## config.mk

```make
export PLATFORM = sky130hd
export DESIGN_NAME = viterbi_channel_injector_flat
export DESIGN_NICKNAME = d
export VERILOG_FILES = /design/src/rtl/viterbi_channel_injector_pkg.sv /design/src/rtl/viterbi_channel_injector_if.sv /design/src/rtl/viterbi_channel_injector_lfsr.sv /design/src/rtl/viterbi_channel_injector.sv /design/src/flat_wrapper.sv
export SDC_FILE = /design/constraint.sdc
export NUM_CORES = 1
export LEC_CHECK = 0
export BUFFER_PORTS_ARGS = -buffer_cell sky130_fd_sc_hd__clkbuf_2
export CAP_MARGIN = 40
export CORE_UTILIZATION = 63
export DETAILED_ROUTE_END_ITERATION = 7
export PLACE_DENSITY = 0.89
export SLEW_MARGIN = 20
export SYNTH_ARGS = -nofsm -noshare
export SYNTH_HDL_FRONTEND = slang
export SYNTH_SLANG_ARGS = --single-unit
export TNS_END_PERCENT = 30
```

## constraint.sdc

```tcl
create_clock -name clk -period 9.5 [get_ports clk]
set_clock_uncertainty 0.05 [all_clocks]
set_input_delay 1.9 -clock clk [delete_from_list [all_inputs] [get_ports clk]]
set_output_delay 1.9 -clock clk [all_outputs]
set_load 0.01 [all_outputs]
```

## src/rtl/viterbi_channel_injector_pkg.sv

```systemverilog
// Shared types, constants and helpers for the Viterbi noisy-channel injector.
package viterbi_chan_pkg;

    typedef enum logic [1:0] {
        MODE_OFF    = 2'd0,
        MODE_RANDOM = 2'd1,
        MODE_BURST  = 2'd2,
        MODE_FORCED = 2'd3
    } inj_mode_e;

    typedef enum logic {
        ST_IDLE  = 1'b0,
        ST_BURST = 1'b1
    } inj_state_e;

    localparam logic [31:0] LFSR_POLY = 32'h8020_0003;

    function automatic logic [1:0] popcount2(input logic [1:0] m);
        return {m[1] & m[0], m[1] ^ m[0]};
    endfunction

endpackage

```

## src/rtl/viterbi_channel_injector_if.sv

```systemverilog
// Symbol stream between encoder, channel injector and decoder.
interface viterbi_channel_injector_if;
    logic       sym_valid_i;
    logic [1:0] sym_i;
    logic       sym_valid_o;
    logic [1:0] sym_o;
    logic [1:0] err_mask_o;

    modport master (
        output sym_valid_i, sym_i,
        input  sym_valid_o, sym_o, err_mask_o
    );

    modport slave (
        input  sym_valid_i, sym_i,
        output sym_valid_o, sym_o, err_mask_o
    );
endinterface

```

## src/rtl/viterbi_channel_injector_lfsr.sv

```systemverilog
// 32-bit right-shifting Galois LFSR; advances only when requested.
module chan_lfsr32
    import viterbi_chan_pkg::*;
(
    input  logic        clk,
    input  logic        rst,
    input  logic [31:0] seed,
    input  logic        advance,
    output logic [31:0] state
);

    always_ff @(posedge clk or posedge rst) begin
        if (rst) begin
            state <= seed;
        end else if (advance) begin
            state <= state[0] ? ((state >> 1) ^ LFSR_POLY) : (state >> 1);
        end
    end

endmodule

```

## src/rtl/viterbi_channel_injector.sv

```systemverilog
// Noisy-channel stage: registers each encoded symbol and applies an optional
// error mask chosen by mode (off, random, burst, forced), with saturating stats.
module viterbi_channel_injector
    import viterbi_chan_pkg::*;
#(
    parameter int unsigned RATE_LOG2 = 6,
    parameter int unsigned BURST_LEN = 2,
    parameter logic [31:0] LFSR_SEED = 32'hACE1_2468,
    parameter int unsigned CNT_W     = 16
) (
    input  logic                     clk,
    input  logic                     rst,
    input  logic [1:0]               cfg_mode,
    input  logic [1:0]               cfg_pattern,
    input  logic                     cnt_clr,
    viterbi_channel_injector_if.slave sym_if,
    output logic [CNT_W-1:0]         flip_cnt_o,
    output logic [CNT_W-1:0]         sym_cnt_o
);

    localparam logic [31:0] TRIG_MASK    = (32'd1 << RATE_LOG2) - 32'd1;
    localparam logic [7:0]  BURST_RELOAD = 8'(BURST_LEN - 1);
    localparam int unsigned SW           = CNT_W + 1;

    inj_mode_e   mode;
    inj_state_e  state_q, state_d;
    logic [7:0]  rem_q, rem_d;
    logic [1:0]  bmask_q, bmask_d;
    logic [1:0]  mask;
    logic [31:0] lfsr_q;
    logic [1:0]  lfsr_hi;
    logic        trig;

    logic             valid_q;
    logic [1:0]       sym_q;
    logic [1:0]       err_q;
    logic [CNT_W-1:0] flip_q, symc_q;
    logic [SW-1:0]    flip_sum, sym_sum;

    assign mode    = inj_mode_e'(cfg_mode);
    assign lfsr_hi = lfsr_q[29:28];
    assign trig    = ((lfsr_q & TRIG_MASK) == TRIG_MASK);

    chan_lfsr32 u_lfsr (
        .clk     (clk),
        .rst     (rst),
        .seed    (LFSR_SEED),
        .advance (sym_if.sym_valid_i),
        .state   (lfsr_q)
    );

    always_ff @(posedge clk or posedge rst) begin
        if (rst) begin
            state_q <= ST_IDLE;
            rem_q   <= '0;
            bmask_q <= '0;
        end else begin
            state_q <= state_d;
            rem_q   <= rem_d;
            bmask_q <= bmask_d;
        end
    end

    // Leaving burst mode drops any partial burst on any cycle, so re-entry starts idle.
    always_comb begin
        state_d = state_q;
        rem_d   = rem_q;
        bmask_d = bmask_q;
        mask    = '0;
        if (mode != MODE_BURST) begin
            state_d = ST_IDLE;
        end
        if (sym_if.sym_valid_i) begin
            case (mode)
                MODE_OFF:    mask = '0;
                MODE_FORCED: mask = cfg_pattern;
                MODE_RANDOM: mask = trig ? lfsr_hi : 2'b00;
                MODE_BURST: begin
                    if (state_q == ST_BURST) begin
                        mask  = bmask_q;
                        rem_d = rem_q - 8'd1;
                        if (rem_q == 8'd1) begin
                            state_d = ST_IDLE;
                        end
                    end else if (trig) begin
                        bmask_d = (lfsr_hi == 2'b00) ? 2'b11 : lfsr_hi;
                        mask    = bmask_d;
                        if (BURST_LEN > 1) begin
                            rem_d   = BURST_RELOAD;
                            state_d = ST_BURST;
                        end
                    end
                end
                default: mask = '0;
            endcase
        end
    end

    always_ff @(posedge clk or posedge rst) begin
        if (rst) begin
            valid_q <= 1'b0;
            sym_q   <= '0;
            err_q   <= '0;
        end else begin
            valid_q <= sym_if.sym_valid_i;
            err_q   <= mask;
            if (sym_if.sym_valid_i) begin
                sym_q <= sym_if.sym_i ^ mask;
            end
        end
    end

    assign sym_if.sym_valid_o = valid_q;
    assign sym_if.sym_o       = sym_q;
    assign sym_if.err_mask_o  = err_q;

    // One extra bit on each sum exposes the overflow used for saturation.
    assign flip_sum = {1'b0, flip_q} + SW'(popcount2(mask));
    assign sym_sum  = {1'b0, symc_q} + SW'(1);

    always_ff @(posedge clk or posedge rst) begin
        if (rst) begin
            flip_q <= '0;
            symc_q <= '0;
        end else if (cnt_clr) begin
            flip_q <= '0;
            symc_q <= '0;
        end else if (sym_if.sym_valid_i) begin
            flip_q <= flip_sum[CNT_W] ? '1 : flip_sum[CNT_W-1:0];
            symc_q <= sym_sum[CNT_W]  ? '1 : sym_sum[CNT_W-1:0];
        end
    end

    assign flip_cnt_o = flip_q;
    assign sym_cnt_o  = symc_q;

endmodule

```

## src/flat_wrapper.sv

```systemverilog
// flat-port wrapper written by rule: the top's interface ports become plain ports
module viterbi_channel_injector_flat import viterbi_chan_pkg::*;
#(
    parameter int unsigned RATE_LOG2 = 6,
    parameter int unsigned BURST_LEN = 2,
    parameter logic [31:0] LFSR_SEED = 32'hACE1_2468,
    parameter int unsigned CNT_W     = 16
)
  (clk, rst, cfg_mode, cfg_pattern, cnt_clr, flip_cnt_o, sym_cnt_o, sym_if_sym_valid_i, sym_if_sym_i, sym_if_sym_valid_o, sym_if_sym_o, sym_if_err_mask_o);
  viterbi_channel_injector_if sym_if_i ();
  input  logic clk;
  input  logic rst;
  input  logic [1:0] cfg_mode;
  input  logic [1:0] cfg_pattern;
  input  logic cnt_clr;
  output logic [CNT_W-1:0] flip_cnt_o;
  output logic [CNT_W-1:0] sym_cnt_o;
  input wire logic [$bits(sym_if_i.sym_valid_i)-1:0] sym_if_sym_valid_i;
  input wire logic [$bits(sym_if_i.sym_i)-1:0] sym_if_sym_i;
  output wire logic [$bits(sym_if_i.sym_valid_o)-1:0] sym_if_sym_valid_o;
  output wire logic [$bits(sym_if_i.sym_o)-1:0] sym_if_sym_o;
  output wire logic [$bits(sym_if_i.err_mask_o)-1:0] sym_if_err_mask_o;
  assign sym_if_i.sym_valid_i = sym_if_sym_valid_i;
  assign sym_if_i.sym_i = sym_if_sym_i;
  assign sym_if_sym_valid_o = sym_if_i.sym_valid_o;
  assign sym_if_sym_o = sym_if_i.sym_o;
  assign sym_if_err_mask_o = sym_if_i.err_mask_o;
  viterbi_channel_injector #(.RATE_LOG2(RATE_LOG2), .BURST_LEN(BURST_LEN), .LFSR_SEED(LFSR_SEED), .CNT_W(CNT_W)) u_core (.clk(clk), .rst(rst), .cfg_mode(cfg_mode), .cfg_pattern(cfg_pattern), .cnt_clr(cnt_clr), .sym_if(sym_if_i), .flip_cnt_o(flip_cnt_o), .sym_cnt_o(sym_cnt_o));
endmodule
```

==> Yosys cells after proc, flatten, opt, wreduce, memory -nomap -nowiden <==
Index checks and enable logic that the tools add are counted.
W data, S select, Z words.
{ "word_totals": {"regBits": 80, "input_bits": 10, "output_inout_bits": 37, "word_cells": 50} }
{ "op_classes": {"addsub": 3, "n_eq_ne": 6, "muxes": 21, "bitwise_logic": 5, "n_reduce_logical": 6} }
{ "op_table": {"columns": ["cell", "count"], "rows": [
  ["$mux W16", 6],
  ["$mux W32", 1],
  ["$add A16 B1 Y17 const B", 1],
  ["$add A16 B2 Y17", 1],
  ["$mux W8", 2],
  ["$mux W2", 5],
  ["$eq A8 B1 Y1 const B", 1],
  ["$pmux W2 S4", 1],
  ["$sub A8 B1 Y8 const B", 1],
  ["$eq A6 B6 Y1 const B", 1],
  ["$mux W1", 6],
  ["$eq A2 B2 Y1 const B", 2],
  ["$logic_not A2 Y1", 2],
  ["$not A3 Y4", 1],
  ["$reduce_and A4 Y1", 1],
  ["$reduce_bool A2 Y1", 2],
  ["$reduce_and A3 Y1", 1],
  ["$eq A2 B1 Y1 const B", 1],
  ["$ne A2 B2 Y1 const B", 1],
  ["$xor A2 B2 Y2", 1],
  ["$and A1 B1 Y1", 1],
  ["$not A1 Y1", 1],
  ["$xor A1 B1 Y1", 1]
]} }

==> Logic depth before layout (Yosys ltp) <==
Gate-level depths: netlist of the first run.
{ "depth": {"word_depth": 11, "mapped_depth": 14, "mapped_depth_nobuf": 13} }

==> Worst setup path before layout of the first run <==
No wires, ideal clock.
{ "synth_timing": {"kind": "input to register", "from": "input cfg_mode[1]", "to": "register u_core.flip_q[3], in the netlist u_core.flip_cnt_o[3]", "setup_time_ns": 0.065, "arrival_time_ns": 4.589, "required_ns": 9.385, "slack_ns": 4.796, "cell_stages": 13, "n_path_buf": 1, "path_cell_list": "mux2_2 a32oi_1 a31oi_1 and2_1 ha_1 ha_1 inv_1 fa_1 nand4b_1 or4_1 buf_2 a41oi_1 o21a_1"} }
{ "synth_via": {"elab_chain_cells": 8, "word_cells_on_any_way": 12, "classes_between": "1 x add/sub; 3 x eq/ne; 5 x mux; 2 x bitwise; 1 x reduce/logical"} }
{ "synth_rtl": {"columns": ["element", "line_no", "text"], "rows": [
  ["from (decl)", "flat_wrapper.sv:13", "input logic [1:0] cfg_mode;"],
  ["$eq A2 B2 Y1, or another cell as far along", "viterbi_channel_injector.sv:74", "case (mode)"],
  ["$pmux W2 S4 *", "viterbi_channel_injector.sv:74", null],
  ["$mux W2 *", "viterbi_channel_injector.sv:73", "if (sym_if.sym_valid_i) begin"],
  ["named net u_core.mask[1]", "viterbi_channel_injector.sv:29", "logic [1:0] mask;"],
  ["$xor A1 B1 Y1 / $and A1 B1 Y1 (equally long branches)", "viterbi_channel_injector_pkg.sv:19", "return {m[1] & m[0], m[1] ^ m[0]};"],
  ["$add A16 B2 Y17 *", "viterbi_channel_injector.sv:118", "assign flip_sum = {1'b0, flip_q} + SW'(popcount2(mask));"],
  ["$mux W16 *", "viterbi_channel_injector.sv:129", "flip_q <= flip_sum[CNT_W] ? '1 : flip_sum[CNT_W-1:0];"],
  ["$mux W16 *", "viterbi_channel_injector.sv:128", "end else if (sym_if.sym_valid_i) begin"],
  ["$mux W16 *", "viterbi_channel_injector.sv:125", "end else if (cnt_clr) begin"],
  ["to (signal assigned)", "viterbi_channel_injector.sv:129", null],
  ["to (decl)", "viterbi_channel_injector.sv:37", "logic [CNT_W-1:0] flip_q, symc_q;"]
]} }
Mark *: on every way through the listed nets, which the timed path passes. The rest lies on a longest branch. The select of a mux whose other input is x is not followed.
A chain may end at the register's enable or synchronous reset.

==> Final worst setup path of the first run <==
{ "layout_timing": {"from": "input sym_if_sym_valid_i", "to": "register u_core.flip_q[2], in the netlist u_core.flip_cnt_o[2]"} }
{ "layout_via": {"elab_chain_cells": 6, "word_cells_on_any_way": 8, "classes_between": "1 x add/sub; 4 x mux; 2 x bitwise; 1 x reduce/logical"} }
{ "layout_rtl": {"columns": ["element", "line_no", "text"], "rows": [
  ["from (decl)", "flat_wrapper.sv:18", "input wire logic [$bits(sym_if_i.sym_valid_i)-1:0] sym_if_sym_valid_i;"],
  ["$mux W2 *", "viterbi_channel_injector.sv:73", null],
  ["named net u_core.mask[0]", "viterbi_channel_injector.sv:29", null],
  ["$xor A1 B1 Y1 / $and A1 B1 Y1 (equally long branches)", "viterbi_channel_injector_pkg.sv:19", null],
  ["$add A16 B2 Y17 *", "viterbi_channel_injector.sv:118", null],
  ["$mux W16 *", "viterbi_channel_injector.sv:129", null],
  ["$mux W16 *", "viterbi_channel_injector.sv:128", null],
  ["$mux W16 *", "viterbi_channel_injector.sv:125", null]
]} }
Marks and branches as above.

==> results.cfg, run 1 <==
[cts]
cts.repair.resized = 0
cts_tree = yes
cts_setup_buffers = 0
max-clock-path-buffers = 2
insertion_delay_ns = 0.34
cts.sinks = 80
htreeDepth = 3
path_clk_slew_ns = 0.08
holdBufCountCts = 0
cts_buffers = 9
clockRootBuffer = clkbuf_8

[critical_path]
endpoint_kind = flip-flop
crit_top_cell = ha_1
startpoint_type = input pin
crit_slowest_cell = nor4_1
path_buf_inv = 3
criticalPathCategory = input pin to flip-flop
critPathMaxFanout = 62
arrival_ns = 5.25
critical-path-top-delay-family = simple AND/OR/NAND/NOR gates
cpPeakStageDelay_ns = 0.58
r2r_setup_slack_ns = 5.63
cp.required_ns = 9.69
path_cells = clkbuf_2 -> buf_4 -> and3b_1 -> nand2b_1 -> o21ai_0 -> ha_1 -> ha_1 -> inv_1 -> fa_1 -> nand4b_1 -> nor4_1 -> nor2_1 -> a211oi_1

[floorplan]
die_h_um = 81.7
core-area_mm2 = 0.00603
rows = 28
die_area_mm2 = 0.00668
ios = 47
fp.dieW_um = 81.7
start_util_pct = 66.4

[yosys]
synth_top_area_share_pct = 41.9
synth_area_leaders = dfrtp_1 (42%), mux2_2 (8.7%), dfstp_2 (8.5%), nor3_1 (3.1%), nand2_1 (2.7%)
synth.distinct_cells = 63
synthFlopType = dfrtp_1
synth_edf_count = 0
yosys_register_bits = 80
yosysSeqAreaShare_pct = 50.4
synth_top_area_cell = dfrtp_1
syn_area_mm2 = 0.00400
synth_nets = 399
syn_inst = 381
synth_most_common_cell = dfrtp_1
async_reset_ff_share_pct = 100
synth_commonest_cells = dfrtp_1 (67), mux2_2 (31), nand2_1 (29)
syn_area_per_cell_um2 = 10.5
ys_warn_count = 0

[cells_and_area]
final_util_pct = 74.1
fill_cells = 426
regArea_mm2 = 0.00202
drive_gt1_share_pct = 26.1
diodes = 0
syn_to_final_growth_pct = 11.6
multi_input_area_mm2 = 0.00186
finalNetCount = 442
final_area_mm2 = 0.00447

[drt]
viasPerCell = 6.33
detail-route-antenna-nets = 0
drtIter0Drc = 383
via_count = 3191
dr.pass1.iters = 5
routed_wl_um = 8240
wl_per_cell_um = 16.3
drc_errors = 0

[sta]
finalCritPeriodShare_pct = 53.3
period_minus_slack_ns = 5.06
fmax_mhz = 198
slew_violations = 0
hold_violations = 0
slew_headroom_pct = 53.6
rsz0062_at_grt = no
tightest_slew_ns = 0.690
setup_viol = 0
fin_tns_setup_ns = 0
whs_ns = 0.453

[outcome]
status = finished clean

[hold_path]
hold_path_class = flip-flop to flip-flop

[power]
p_total_uw = 865
p_switching_uw = 239
switching_share_pct = 27.6
vdd_ir_drop_max_v = 0.000149
clkPwrFrac_pct = 25.4
internal-power_uw = 626
comb_power_share_pct = 17.9
seqPwrFrac_pct = 56.7
power.density_cell_area_mw_per_mm2 = 194
leakagePower_uw = 0.00192

[grt]
grt-ovfl-total = 0
grt_pass1_vias = 2872
grt_max_degree = 63
grt_pass1_wl_um = 13400
grtUsageTotal_pct = 26.6
antenna_found_initial = 0

[flow_run]
drv_cap = 0

[placed_design]
gp_congestion = 0.832
hpwlAfterDp_um = 5540
port_buffers = 46
placed_area_mm2 = 0.00430
[worst paths after layout]
kind / startpoint / to / cells after the start
min in group asynchronous: rst / u_core.flip_cnt_o[5]$_DFFE_PP0P_ / 3
min reg2reg: u_core.u_lfsr.state[21]$_DFFE_PP1P_ / u_core.u_lfsr.state[21]$_DFFE_PP1P_ / 2
min: u_core.u_lfsr.state[21]$_DFFE_PP1P_ / u_core.u_lfsr.state[21]$_DFFE_PP1P_ / 2
max reg2reg: u_core.state_q$_DFF_PP0_ / u_core.flip_cnt_o[2]$_DFFE_PP0P_ / 12
max: sym_if_sym_valid_i / u_core.flip_cnt_o[2]$_DFFE_PP0P_ / 13
max in group asynchronous: rst / u_core.u_lfsr.state[26]$_DFFE_PP1P_ / 4
[cell type report]
type | count | area share (%)
inverter | 14 | 1.18
sequential | 80 | 45.2
tap | 75 | 2.10
timing repair buffer | 49 | 6.10
multi-input combinational | 270 | 41.7
clock buffer | 13 | 3.33
clock inverter | 3 | 0.392
[routing by layer]
| metal | track usage [%] | routed length (µm) |
|---|---|---|
| met3 | 5.56 | 427 |
| met2 | 42.3 | 4110 |
| met4 | 9.65 | 90 |
| met1 | 36.0 | 3610 |
| met5 | 0 | 0 |
[worst reg2reg max path, delay by kind of cell, from the launching register on]
kind            cells  cell delay (ns)
fa+ha+maj           3             0.86
flops               1             0.48
simple gates        5             1.62
compound gates      3             0.69
buf+inv             1             0.07
[state kept, by name, indices dropped and copies added (netlist names)]
signal	count
u_core.rem_q	8
u_core.sym_if.err_mask_o	2
u_core.flip_cnt_o	16
u_core.u_lfsr.state	32
u_core.bmask_q	2
u_core.sym_if.sym_o	2
u_core.state_q	1
u_core.sym_if.sym_valid_o	1
u_core.sym_cnt_o	16
[through the flow]
stage                     cells  worst slack [ns]
after CTS                   504              4.54
after floorplan             381              4.80
after detailed placement    488              4.20
final                       504              4.44
after global routing        504              4.25
after global placement      487              4.38
[cells in the final DEF, fill, tap and decap left out, drive strengths merged, types with 8 or more instances in the layout]
cell type  Yosys  layout
nor4          10      10
a21oi         14      14
mux2          31      31
dfrtp         67      67
inv           14      14
nor3          26      26
a31oi         11      11
nand2b         8       8
dfstp         13      13
a211oi        11      11
nand3         13      13
clkbuf        11      59
nand2         29      29
nor2          26      26
[power by group through the flow]
stage	registers (µW)	logic (µW)	clock network, µW
6_report	491	155	219
5_1_grt	501	173	240
4_1_cts	490	157	223
3_5_place_dp	495	154	0
3_3_place_gp	489	144	0
2_1_floorplan	479	125	0
[cells by family (layout without fill, tap and decap cells)]
kind of cell | Yosys count | count (layout) | share of synthesized area, %
fa+ha+maj | 8 | 8 | 2.69
compound gates | 76 | 76 | 13.6
xor+xnor | 2 | 2 | 0.438
simple gates | 151 | 151 | 20.6
mux | 33 | 33 | 9.22
flops | 80 | 80 | 50.4
buf+inv | 31 | 79 | 3.00
Power figures use the tool's default switching activity.
==> inputs of run 2 (changes only) <==
--- a/config.mk
+++ b/config.mk
@@ -7,9 +7,9 @@
 export LEC_CHECK = 0
 export BUFFER_PORTS_ARGS = -buffer_cell sky130_fd_sc_hd__clkbuf_2
 export CAP_MARGIN = 40
-export CORE_UTILIZATION = 63
+export CORE_UTILIZATION = 53
 export DETAILED_ROUTE_END_ITERATION = 7
-export PLACE_DENSITY = 0.89
+export PLACE_DENSITY = 0.8
 export SLEW_MARGIN = 20
 export SYNTH_ARGS = -nofsm -noshare
 export SYNTH_HDL_FRONTEND = slang
==> constraint.sdc (replaced) <==
create_clock -name clk -period 4.2 [get_ports clk]
set_clock_uncertainty 0.05 [all_clocks]
set_input_delay 0.84 -clock clk [delete_from_list [all_inputs] [get_ports clk]]
set_output_delay 0.84 -clock clk [all_outputs]
set_load 0.01 [all_outputs]
==> results.cfg, run 2 (same netlist as run 1, synthesis figures left out) <==
[outcome]
status = finished clean

[sta]
fmax_mhz = 263
slew_violations = 0
period_minus_slack_ns = 3.80
rsz0062_at_grt = no
fin_tns_setup_ns = 0
worst_slack_ns = 0.395
setup_viol = 0
whs_ns = 0.437
hold_violations = 0
finalCritPeriodShare_pct = 90.6
tightest_slew_ns = 0.698
slew_headroom_pct = 53.1

[cts]
cts.repair.resized = 0
clockRootBuffer = clkbuf_8
holdBufCountCts = 0
path_clk_slew_ns = 0.08
cts_setup_buffers = 0
max-clock-path-buffers = 2
cts_buffers = 9
cts_tree = yes
htreeDepth = 3
cts.sinks = 80
insertion_delay_ns = 0.35

[drt]
wl_met3_um = 418
drc_errors = 0
routed_wl_um = 8470
dr.pass1.iters = 5
wl_met2_um = 4100
drtIter0Drc = 202
wl_per_cell_um = 16.0
detail-route-antenna-nets = 0
wl_met1_um = 3730
via_count = 3208
dr.max_layer_used = met4
viasPerCell = 6.06

[cells_and_area]
drive_gt1_share_pct = 26.5
regMostFlops = u_core.u_lfsr.state
largest_reg_flops = 32
finalNetCount = 443
diodes = 0
final_common_cell = dfrtp_1
layout_common_cells = dfrtp_1 (67), clkbuf_2 (46), mux2_2 (31), nand2_1 (29), nor2_1 (26)
syn_to_final_growth_pct = 14.0

[hold_path]
hold_path_class = flip-flop to flip-flop

[grt]
grt_pass1_wl_um = 14500
grt_max_degree = 53
grtUsageTotal_pct = 23.9
grt-ovfl-total = 0
antenna_found_initial = 0
grt_pass1_vias = 3112

[floorplan]
rows = 31
start_util_pct = 54.9
die_h_um = 88.9
fp.dieW_um = 88.9
core-area_mm2 = 0.00729
die_area_mm2 = 0.00790
ios = 47

[critical_path]
crit_top_cell = ha_1
path_cells = clkbuf_2 -> mux2_2 -> a32oi_1 -> a31oi_1 -> and2_1 -> ha_1 -> ha_1 -> inv_1 -> fa_1 -> nand4b_1 -> or4_1 -> a41oi_1 -> o21a_1
critPathMaxFanout = 7
endpoint_kind = flip-flop
startpoint_type = input pin
crit_slowest_cell = or4_1
path_buf_inv = 2
criticalPathCategory = input pin to flip-flop
critical-path-top-delay-family = simple AND/OR/NAND/NOR gates
cpPeakStageDelay_ns = 0.60
arrival_ns = 4.05
cp.required_ns = 4.44

[placed_design]
dp_slack_ns = 0.0491
hpwlAfterDp_um = 5710
gp_congestion = 0.883
port_buffers = 46

[flow_run]
drv_cap = 0

[power]
vdd_ir_drop_max_v = 0.000225
power.density_cell_area_mw_per_mm2 = 462
p_total_uw = 2110
leakagePower_uw = 0.00195
-- run 2: cell types whose count changed in the layout (fill, tap and decap cells not counted) --
cell and delta:
buf_16 -1, buf_12 +1, bufinv_16 +2, clkbuf_8 +2, clkbuf_1 -1, clkinvlp_4 -1, buf_4 +1, clkinv_2 -2
-- run 2: worst paths after layout --
path	cells past startpoint	from	slack (ns)	to
hold / removal	2	u_core.u_lfsr.state[21]$_DFFE_PP1P_	0.44	u_core.u_lfsr.state[21]$_DFFE_PP1P_
max in group asynchronous	4	rst	2.88	u_core.u_lfsr.state[3]$_DFFE_PP1P_
setup / recovery	13	cfg_mode[1]	0.40	u_core.flip_cnt_o[3]$_DFFE_PP0P_
setup reg to reg	12	u_core.state_q$_DFF_PP0_	0.43	u_core.flip_cnt_o[3]$_DFFE_PP0P_
hold reg to reg	2	u_core.u_lfsr.state[21]$_DFFE_PP1P_	0.44	u_core.u_lfsr.state[21]$_DFFE_PP1P_
min in group asynchronous	3	rst	0.56	u_core.sym_cnt_o[9]$_DFFE_PP0P_
-- run 2: power breakdown --
group / switching [µW] / internal, µW / leakage, µW / total [µW]
registers: 118 / 989 / 0.00101 / 1110
logic: 155 / 196 / 0.000827 / 351
clock network: 268 / 385 / 0.000117 / 653
-- run 2: per-layer routing --
layer,global-route usage [%],vias up
met5,0,-
met2,38.9,102
met1,30.3,1549
li1,-,1523
met4,11.4,0
met3,5.45,34
-- run 2: layout make-up --
| type | count | area [µm²] |
|---|---|---|
| clock buffer | 14 | 173 |
| clock inverter | 2 | 60.1 |
| fill | 620 | 2730 |
| inverter | 14 | 52.6 |
| multi-input combinational | 270 | 1860 |
| sequential | 80 | 2020 |
| tap | 99 | 124 |
| timing repair buffer | 50 | 273 |
-- run 2: metrics by stage --
stage	instance area (µm²)	utilization, %	instances
finish	4560	62.6	529
global route	4560	62.6	529
CTS	4560	62.6	529
floorplan	4000	-	381
detailed placement	4330	59.4	513
global placement	4310	59.1	512
-- run 2: worst reg2reg max path: cells and delay by family, from the launching register on --
kind            cells  cell delay, ns
compound gates      4            0.83
fa+ha+maj           3            0.82
buf+inv             1            0.06
flops               1            0.50
simple gates        4            1.45
